## config.mk

```make
export PLATFORM = sky130hd
export DESIGN_NAME = gpio_in_capture
export DESIGN_NICKNAME = d
export VERILOG_FILES = /design/src/rtl/gpio_in_pkg.sv /design/src/rtl/gpio_debounce_cell.sv /design/src/rtl/gpio_in_capture.sv
export SDC_FILE = /design/constraint.sdc
export NUM_CORES = 1
export LEC_CHECK = 0
export BUFFER_PORTS_ARGS = -buffer_cell sky130_fd_sc_hd__buf_2
export CORE_ASPECT_RATIO = 0.75
export CORE_MARGIN = 8
export CORE_UTILIZATION = 45
export CTS_CLUSTER_SIZE = 14
export DETAILED_ROUTE_END_ITERATION = 16
export MAX_ROUTING_LAYER = met4
export PLACE_DENSITY = 0.67
export SYNTH_ARGS = -nofsm -noshare
export SYNTH_HDL_FRONTEND = slang
export SYNTH_HIERARCHICAL = 1
export SYNTH_SLANG_ARGS = --single-unit
```

## constraint.sdc

```tcl
create_clock -name clk -period 4.4 [get_ports clk]
set_clock_uncertainty 0.2 [all_clocks]
set_input_delay 0.66 -clock clk [delete_from_list [all_inputs] [get_ports clk]]
set_output_delay 0.66 -clock clk [all_outputs]
set_load 0.05 [all_outputs]
```

## src/rtl/gpio_in_pkg.sv

```systemverilog
// rtl/gpio_in_pkg.sv - register offsets and bus widths for the GPIO input capture block
package gpio_in_pkg;
  localparam int ADDR_W = 3;
  localparam int DATA_W = 32;

  localparam logic [ADDR_W-1:0] GPIO_IN_DATA    = 3'd0;
  localparam logic [ADDR_W-1:0] GPIO_IN_CAPTURE = 3'd1;
  localparam logic [ADDR_W-1:0] GPIO_IN_MASK    = 3'd2;
  localparam logic [ADDR_W-1:0] GPIO_IN_RISE_EN = 3'd3;
  localparam logic [ADDR_W-1:0] GPIO_IN_FALL_EN = 3'd4;
  localparam logic [ADDR_W-1:0] GPIO_IN_RAW     = 3'd5;
endpackage

```

## src/rtl/gpio_debounce_cell.sv

```systemverilog
// rtl/gpio_debounce_cell.sv - one input bit: 2-FF sync, optional debounce, edge detect
// GPIO_IN_DEBOUNCE_EN selects the counter-based debounce; otherwise stable follows the sync output.
module gpio_debounce_cell #(
  parameter int DEBOUNCE_CYCLES = 250,
  parameter int CNT_W           = $clog2(DEBOUNCE_CYCLES + 1)
) (
  input  logic clk,
  input  logic reset,
  input  logic pin,
  output logic sync_out,
  output logic stable_out,
  output logic rise,
  output logic fall
);
  logic s1;
  logic s2;
  logic stable;
  logic stable_q;

  always_ff @(posedge clk) begin
    if (reset) begin
      s1       <= 1'b0;
      s2       <= 1'b0;
      stable_q <= 1'b0;
    end else begin
      s1       <= pin;
      s2       <= s1;
      stable_q <= stable;
    end
  end

`ifdef GPIO_IN_DEBOUNCE_EN
  logic [CNT_W-1:0] cnt;

  // Any return to the accepted level restarts the count, so glitches never accumulate.
  always_ff @(posedge clk) begin
    if (reset) begin
      cnt    <= '0;
      stable <= 1'b0;
    end else if (s2 == stable) begin
      cnt <= '0;
    end else if (cnt == CNT_W'(DEBOUNCE_CYCLES - 1)) begin
      stable <= s2;
      cnt    <= '0;
    end else begin
      cnt <= cnt + 1'b1;
    end
  end
`else
  always_ff @(posedge clk) begin
    if (reset) begin
      stable <= 1'b0;
    end else begin
      stable <= s2;
    end
  end
`endif

  assign sync_out   = s2;
  assign stable_out = stable;
  assign rise       = stable & ~stable_q;
  assign fall       = ~stable & stable_q;
endmodule

```

## src/rtl/gpio_in_capture.sv

```systemverilog
// rtl/gpio_in_capture.sv - GPIO input bank: debounced levels, W1C edge capture, irq, Avalon-MM slave
// Build option GPIO_IN_DEBOUNCE_EN enables per-bit debounce counters.
module gpio_in_capture
  import gpio_in_pkg::*;
#(
  parameter  int WIDTH           = 32,
  parameter  int DEBOUNCE_CYCLES = 250,
  localparam int CNT_W           = $clog2(DEBOUNCE_CYCLES + 1)
) (
  input  logic              clk,
  input  logic              reset,
  input  logic [WIDTH-1:0]  pins_in,
  input  logic [ADDR_W-1:0] address,
  input  logic              read,
  input  logic              write,
  input  logic [DATA_W-1:0] writedata,
  output logic [DATA_W-1:0] readdata,
  output logic              irq
);
  logic [WIDTH-1:0] raw;
  logic [WIDTH-1:0] stable;
  logic [WIDTH-1:0] rise;
  logic [WIDTH-1:0] fall;
  logic [WIDTH-1:0] capture;
  logic [WIDTH-1:0] mask;
  logic [WIDTH-1:0] rise_en;
  logic [WIDTH-1:0] fall_en;
  logic [WIDTH-1:0] wd;
  logic [WIDTH-1:0] cap_set;
  logic [WIDTH-1:0] cap_clr;
  logic [DATA_W-1:0] rd_mux;

  for (genvar i = 0; i < WIDTH; i++) begin : g_bit
    gpio_debounce_cell #(
      .DEBOUNCE_CYCLES(DEBOUNCE_CYCLES),
      .CNT_W          (CNT_W)
    ) u_cell (
      .clk       (clk),
      .reset     (reset),
      .pin       (pins_in[i]),
      .sync_out  (raw[i]),
      .stable_out(stable[i]),
      .rise      (rise[i]),
      .fall      (fall[i])
    );
  end

  assign wd      = writedata[WIDTH-1:0];
  assign cap_set = (rise & rise_en) | (fall & fall_en);
  assign cap_clr = (write && address == GPIO_IN_CAPTURE) ? wd : '0;

  always_comb begin
    rd_mux = '0;
    case (address)
      GPIO_IN_DATA:    rd_mux = DATA_W'(stable);
      GPIO_IN_CAPTURE: rd_mux = DATA_W'(capture);
      GPIO_IN_MASK:    rd_mux = DATA_W'(mask);
      GPIO_IN_RISE_EN: rd_mux = DATA_W'(rise_en);
      GPIO_IN_FALL_EN: rd_mux = DATA_W'(fall_en);
      GPIO_IN_RAW:     rd_mux = DATA_W'(raw);
      default:         rd_mux = '0;
    endcase
  end

  // A new edge in the same cycle as its W1C keeps the bit set.
  always_ff @(posedge clk) begin
    if (reset) begin
      capture  <= '0;
      mask     <= '0;
      rise_en  <= '0;
      fall_en  <= '0;
      readdata <= '0;
      irq      <= 1'b0;
    end else begin
      capture <= (capture & ~cap_clr) | cap_set;
      irq     <= |(capture & mask);
      if (write && address == GPIO_IN_MASK)    mask    <= wd;
      if (write && address == GPIO_IN_RISE_EN) rise_en <= wd;
      if (write && address == GPIO_IN_FALL_EN) fall_en <= wd;
      if (read) readdata <= rd_mux;
    end
  end
endmodule

```

* Word level (Yosys, flattened, before mapping)
Index checks and enable logic that the tools add are counted.
Widths: inputs -> output; s select.
** Word-level totals
- Bits in registers :: 289
- Output and inout bits :: 33
- Word-level logic and storage cells :: 282
- Bits of input ports :: 71
** Operators by class
- Mux-type cells :: 2
- Reduce and logical (&&, ||, !) cells :: 6
- Bitwise logic cells :: 135
- Equal/unequal tests :: 5
** Operator list (number)
- $pmux 32 s6 :: 1
- $and 32x32->32 :: 4
- $and 1x1->1 :: 64
- $not 1->1 :: 64
- $or 32x32->32 :: 2
- $mux 32 :: 1
- $not 32->32 :: 1
- $reduce_or 32->1 :: 1
- $eq 3x2->1 const B :: 2
- $eq 3x3->1 const B :: 2
- $logic_and 1x1->1 :: 4
- $eq 3x1->1 const B :: 1
- $logic_not 3->1 :: 1

* Logic depth before layout (Yosys ltp)
Gate-level depths: netlist of the first run.
- Depth in word-level cells :: 6
- Mapped depth :: 8
- Depth with buffers taken out :: 4

* By module
The synthesis of the first run kept the hierarchy.
** By module, submodules not included
- gpio_in_capture :: instances 1, cells an instance 893, area each 7395.8 um^2, sequential area each 3223.1 um^2
- gpio_debounce_cell :: instances 32, cells an instance 10, area each 117.6 um^2, sequential area each 80.1 um^2

* Worst setup path before layout of the first run
No wires, ideal clock.
- Path type :: input to register
- Start point :: input address[2]
- End point :: register capture[10]
- Path buffers :: 3
- Cell stages on the path :: 7
- Path slack :: 2.356 ns
- Arrival :: 1.717 ns
- Data required time :: 4.072 ns
- Cells stage by stage :: buf_2 > and4bb_2 > buf_2 > buf_6 > nand2_1 > a222oi_1 > nor2_1
** Between the ends
- Word-level cells in the longest chain between the ends :: 6
** RTL lines
- start: declaration :: line gpio_in_capture.sv:13 : input logic [ADDR_W-1:0] address,
- $eq 3x1->1 :: line gpio_in_capture.sv:50 : assign cap_clr = (write && address == GPIO_IN_CAPTURE) ? wd : '0;
- $logic_and 1x1->1 :: line gpio_in_capture.sv:50
- $mux 32 :: line gpio_in_capture.sv:50
- $not 32->32 :: line gpio_in_capture.sv:75 : capture <= (capture & ~cap_clr) | cap_set;
- $and 32x32->32 :: line gpio_in_capture.sv:75
- $or 32x32->32 :: line gpio_in_capture.sv:75
- end signal: assignment :: line gpio_in_capture.sv:75
- end: declaration :: line gpio_in_capture.sv:24 : logic [WIDTH-1:0] capture;
No other way between the ends.
A chain may end at the register's enable or synchronous reset.

* Worst setup path after layout of the first run
- Start point :: input address[0]
- End point :: register mask[3]
** Between the ends
- Word-level cells in the longest chain between the ends :: 2
** RTL lines
- $eq 3x2->1 :: line gpio_in_capture.sv:77 : if (write && address == GPIO_IN_MASK) mask <= wd;
- $logic_and 1x1->1 :: line gpio_in_capture.sv:77
- end signal: assignment :: line gpio_in_capture.sv:77
- end: declaration :: line gpio_in_capture.sv:25 : logic [WIDTH-1:0] mask;
No other way between the ends.

==> impl_metrics.json, run 1 <==
{
  "outcome": "finished, final reports clean",
  "critPathMostFrequentCell": "buf_4",
  "setup_tns_ns": 0,
  "layout_setup_ws_ns": 1.636,
  "layout.nets": 1361,
  "cts_buffer_depth": 3,
  "cp_slowest_cell": "and2_1",
  "grt-ovfl-total": 0,
  "dr.pass1.iters": 6,
  "switching_share_pct": 23.21,
  "cts_root_buf": "clkbuf_16",
  "yosys.area.top_type": "dfxtp_1",
  "start_kind": "input port",
  "power.density_nw_per_um2": 443.5,
  "p_leak_nw": 4.920,
  "seq_area_frac_synth_pct": 51.84,
  "core_area_sq_um": 24650,
  "synth_flop_cell": "dfxtp_1",
  "async_reset_ff_share_pct": 0,
  "rsz0062_at_grt": "no",
  "grt_usage_pct": 20.61,
  "synth_common_cells": "dfxtp_1, nand2_1, nor2b_1, a21oi_1, nor2_1",
  "die_x_microns": 197.8,
  "syn_inst": 1213,
  "grt_max_degree": 137,
  "hold_viol": 0,
  "synth_top_area_share_pct": 51.84,
  "seqPwrFrac_pct": 47.7,
  "yosysMostFrequentCell": "dfxtp_1",
  "crit_chain": "buf_2 -> buf_4 -> nor3b_4 -> and2_1 -> buf_4 -> nand2_1 -> a21oi_1",
  "synth.distinct_cells": 39,
  "crit_start": "address[0]",
  "fin_crit_ns": 2.764,
  "critPathTopFamily": "simple AND/OR/NAND/NOR gates",
  "vias": 9152,
  "setup_viol": 0,
  "gp_congestion": 0.8226,
  "synth_area_sq_um": 11160,
  "hp-class": "in -> reg",
  "p_int_mw": 4.403,
  "initial_utilization_pct": 45.27,
  "syn_to_final_growth_pct": 15.84,
  "min_from": "pins_in[25]",
  "crit_path_max_fanout": 20,
  "met3WireLength_mm": 2.458,
  "grt_pass1_vias": 8575,
  "cts.sinks": 289,
  "drt_wl_total_mm": 31.11,
  "die_h_microns": 152.4,
  "clkLatencyLatePin_ns": 0.55,
  "p_sw_mw": 1.331,
  "syn-mean-instance-area_sq_um": 9.200,
  "wl_per_cell_microns": 18.81,
  "place_ws_ns": 1.168,
  "cts_max_level": 1,
  "path_class": "in -> reg",
  "comb_power_share_pct": 6.8,
  "drtIter0Drc": 1268,
  "drc_errors": 0,
  "synth_edf_count": 0,
  "relSlewSlack_pct": 30.87,
  "postRouteAntennaNets": 0,
  "wl_met1_mm": 14.81,
  "synth_warnings": 6,
  "arrival_ns": 3.03,
  "whs_ns": 0.1120,
  "fmax_ghz": 0.3617,
  "final_core_util_pct": 52.45,
  "tightest_slew_ns": 1.037,
  "drv_slew": 0,
  "rows": 50,
  "ys_seq_elements": 289,
  "numPortBuffers": 103,
  "period_share_pct": 62.83,
  "clk_pin_slew_ns": 0.07,
  "maxCapViolations": 0,
  "highest_layer": "met4",
  "route.met2.wl_mm": 13.17,
  "postPlaceCellArea_sq_um": 11900,
  "cts_tree": "built",
  "grt_antenna_before_repair": 5,
  "end_kind": "register",
  "synth_nets": 1284,
  "worst-path-buf-inv": 3,
  "cts_made_buffers": 28,
  "ir_drop_mv": 0.3180,
  "via_per_inst": 5.533,
  "holdBufCountCts": 0,
  "p_clk_share_pct": 45.4,
  "cpPeakStageDelay_ns": 0.85,
  "grt_pass1_wl_mm": 49.05,
  "cts_setup_buffers": 0,
  "synth.top_cells.by_area": "dfxtp_1, nor2b_1, nand2_1, a21oi_1, mux2i_1",
  "cp.required_ns": 4.67,
  "r2r_start": "capture[0]",
  "final_area_sq_um": 12930,
  "dp_hpwl_mm": 20.53,
  "cts_resized": 0,
  "ios": 104,
  "dieArea_sq_um": 30150,
  "drive_above_1_share_pct": 14.95
}
-- flip-flops by register name (all words and copies together), names as in the netlist --
signal	cells
g_bit.u_cell/stable_q	32
irq	1
readdata	32
g_bit.u_cell/sync_out	32
mask	32
fall_en	32
g_bit.u_cell/s1	32
rise_en	32
g_bit.u_cell/stable_out	32
capture	32
-- cell families after synthesis --
family | count (synthesis) | synth area share (%)
AND/OR/NAND/NOR | 539 | 23.51
flip-flops | 289 | 51.84
AO/OA/AOI/OAI | 248 | 15.56
buffers and inverters | 78 | 3.577
multiplexers | 59 | 5.505
-- area by class of cell --
| class | instances | area [sq um] |
|---|---|---|
| fill | 2346 | 11720 |
| sequential | 289 | 5786 |
| multi-input combinational | 846 | 4975 |
| clock buffer | 39 | 812.0 |
| timing repair buffer | 122 | 705.7 |
| tap | 338 | 422.9 |
| clock inverter | 12 | 202.7 |
| antenna | 5 | 12.51 |
| inverter | 3 | 11.26 |
-- final timing paths --
path                                            endpoint  slack [ns]  depth (start not counted)
worst min register to register  g_bit[4].u_cell/sync_out        0.23                          1
worst min-delay path                 g_bit[25].u_cell/s1        0.11                          2
worst max register to register                       irq        2.72                          4
worst max-delay path                             mask[3]        1.64                          7
-- stage by stage --
stage / total power [mW] / std cells
6_report: 5.734 / 1654
5_1_grt: 5.923 / 1654
4_1_cts: 5.777 / 1649
3_5_place_dp: 3.184 / 1598
3_3_place_gp: 3.178 / 1598
2_1_floorplan: 3.030 / 1213
-- power by group through the flow --
stage / Sequential [mW] / Clock (mW) / Combinational [mW]
2_1_floorplan: 2.83 / 0 / 0.200
3_3_place_gp: 2.79 / 0 / 0.384
3_5_place_dp: 2.79 / 0 / 0.389
4_1_cts: 2.74 / 2.65 / 0.391
5_1_grt: 2.74 / 2.76 / 0.423
6_report: 2.74 / 2.61 / 0.390
-- layer usage --
metal  vias to the layer above  GRT usage (%)
met1                      4349          29.67
met2                       369          29.37
met4                         0          4.933
li1                       4380              -
met5                         -              -
met3                        54          3.796
-- placed cells by master (no fill, tap or decap), drive strengths merged, types with 12 or more instances in the layout --
cell,count
dfxtp,289
nand2,237
nor2b,194
buf,122
a21oi,103
nor2,66
mux2i,40
clkbuf,39
a222oi,32
a221oi,26
a22oi,21
mux2,19
o2bb2ai,18
o21ai,13
nor3,12
Power figures use the tool's default switching activity.
==> run 2: changes to the inputs <==
- clock period: 4.4 -> 2.71 ns (I/O delays scaled with it)
==> run 2 against run 1 <==
  * Die area did not move
  * Global-route usage increased by 0.10 points
  * Combinational power up 88%
  * Sequential share of layout area decreased by 2.3 points
  * Total power increased by 58%
  * Worst hold slack got worse by 0.065 ns
  * Highest routed layer unchanged
  * Non-clock buffer count increased by 78
  * Final area rose by 5.3%
==> impl_metrics.json, run 2 (synthesis gave the netlist of run 1 again) <==
{
  "outcome": "finished, final reports clean",
  "cpPeakStageDelay_ns": 0.40,
  "fin_crit_ns": 1.841,
  "grt-busiest-layer": "met1",
  "cts_buffer_depth": 3,
  "syn_to_final_growth_pct": 22.03,
  "use_met1_pct": 30.14,
  "grt_use_met3_pct": 3.752,
  "dr.pass1.iters": 7,
  "core_area_sq_um": 24650,
  "dp.cells": 1612,
  "relSlewSlack_pct": 19.59,
  "hp-class": "in -> reg",
  "worst-path-buf-inv": 1,
  "cp_slowest_cell": "dfxtp_1",
  "critPathTopFamily": "flip-flops",
  "cts_tree": "built",
  "grt-ovfl-total": 0,
  "initial_utilization_pct": 45.27,
  "end_kind": "output port",
  "arrival_ns": 1.23,
  "rows": 50,
  "drtIter0Drc": 1027,
  "maxCapViolations": 0,
  "setup_tns_ns": 0,
  "grt_max_degree": 116,
  "drc_errors": 0,
  "use_met2_pct": 29.03,
  "dieArea_sq_um": 30150,
  "grt_pass1_vias": 8821,
  "ios": 104,
  "wl_per_cell_microns": 18.05,
  "cts_made_buffers": 28,
  "p_leak_nw": 5.233,
  "setup_viol": 0,
  "fillers": 2276,
  "vias": 9333,
  "holdBufCountCts": 64,
  "drive_above_1_share_pct": 14.83,
  "final_cells": 1728,
  "whs_ns": 0.04674,
  "layout_common_cells": "dfxtp_1, nand2_1, nor2b_1",
  "cts.sinks": 289,
  "hold_viol": 0,
  "tightest_slew_ns": 1.202,
  "numPortBuffers": 103,
  "rsz0062_at_grt": "no",
  "cts_setup_buffers": 0,
  "path_class": "reg -> out",
  "power.density_nw_per_um2": 663.3,
  "start_kind": "register",
  "dp_hpwl_mm": 20.20,
  "crit_path_max_fanout": 2,
  "fmax_ghz": 0.5433,
  "via_per_inst": 5.401,
  "cp.required_ns": 2.10,
  "cts_root_buf": "clkbuf_16",
  "period_share_pct": 67.92,
  "cts_resized": 0,
  "layout.cells.most_common": "dfxtp_1",
  "postRouteAntennaNets": 0,
  "clk_pin_slew_ns": 0.07,
  "gp_congestion": 0.8510,
  "crit_chain": "buf_2",
  "cts_max_level": 1,
  "die_h_microns": 152.4,
  "clkLatencyLatePin_ns": 0.54,
  "die_x_microns": 197.8,
  "layout.nets": 1439,
  "grt_pass1_wl_mm": 49.42,
  "grt_usage_pct": 20.71,
  "grt_antenna_before_repair": 1,
  "ir_drop_mv": 0.4534,
  "drv_slew": 0,
  "drt_wl_total_mm": 31.20
}
run 2: changes by cell type in the layout (fill, tap and decap cells not counted), sizes merged:
cell,change
dlygate4sd3,+64
buf,+14
bufinv,-4
clkbuf,+4
diode,-4
clkinvlp,-1
inv,+1
run 2: power by group:
| part | internal (mW) | leakage (nW) | total [mW] | switching, mW |
|---|---|---|---|---|
| Sequential | 4.37 | 2.35 | 4.44 | 0.0752 |
| Clock | 2.22 | 0.452 | 3.85 | 1.63 |
| Combinational | 0.292 | 2.43 | 0.734 | 0.442 |
run 2: per-layer routing:
| layer | share of wire, % | wire [microns] |
|---|---|---|
| met1 | 48 | 15100 |
| met2 | 42 | 13220 |
| met3 | 7.1 | 2221 |
| met4 | 2.1 | 665 |
| met5 | 0 | 0 |
run 2: path summary, 6_finish.rpt:
kind / slack (ns) / cells after the start / to / from
worst min-delay path: 0.05 / 2 / capture[26] / reset
worst max register to register: 1.00 / 4 / irq / mask[26]
worst max-delay path: 0.87 / 1 / readdata[24] / readdata[24]
worst min register to register: 0.23 / 1 / g_bit[23].u_cell/sync_out / g_bit[23].u_cell/s1
run 2: layout make-up:
cell class,count,area (sq um),area share (%)
repair buffers,200,1514,11.12
clock buffers,43,838.3,6.156
diodes,1,2.502,0.01838
multi-input cells,846,4975,36.53
inverters,3,11.26,0.08269
clock inverters,8,68.82,0.5053
flip-flops and latches,289,5786,42.48
well taps,338,422.9,3.105
run 2: stage by stage:
step                      worst slack (ns)  util (%)  power, mW  cell area (sq um)
final                               0.8694     55.25      9.033              13620
after global routing                0.7526     55.25      9.352              13620
after CTS                           0.8658     55.24      9.085              13620
after detailed placement            0.3109     48.96      5.194              12070
after global placement              0.4060     48.96      5.186              12070
after floorplan                     0.9192         -      4.920              11160
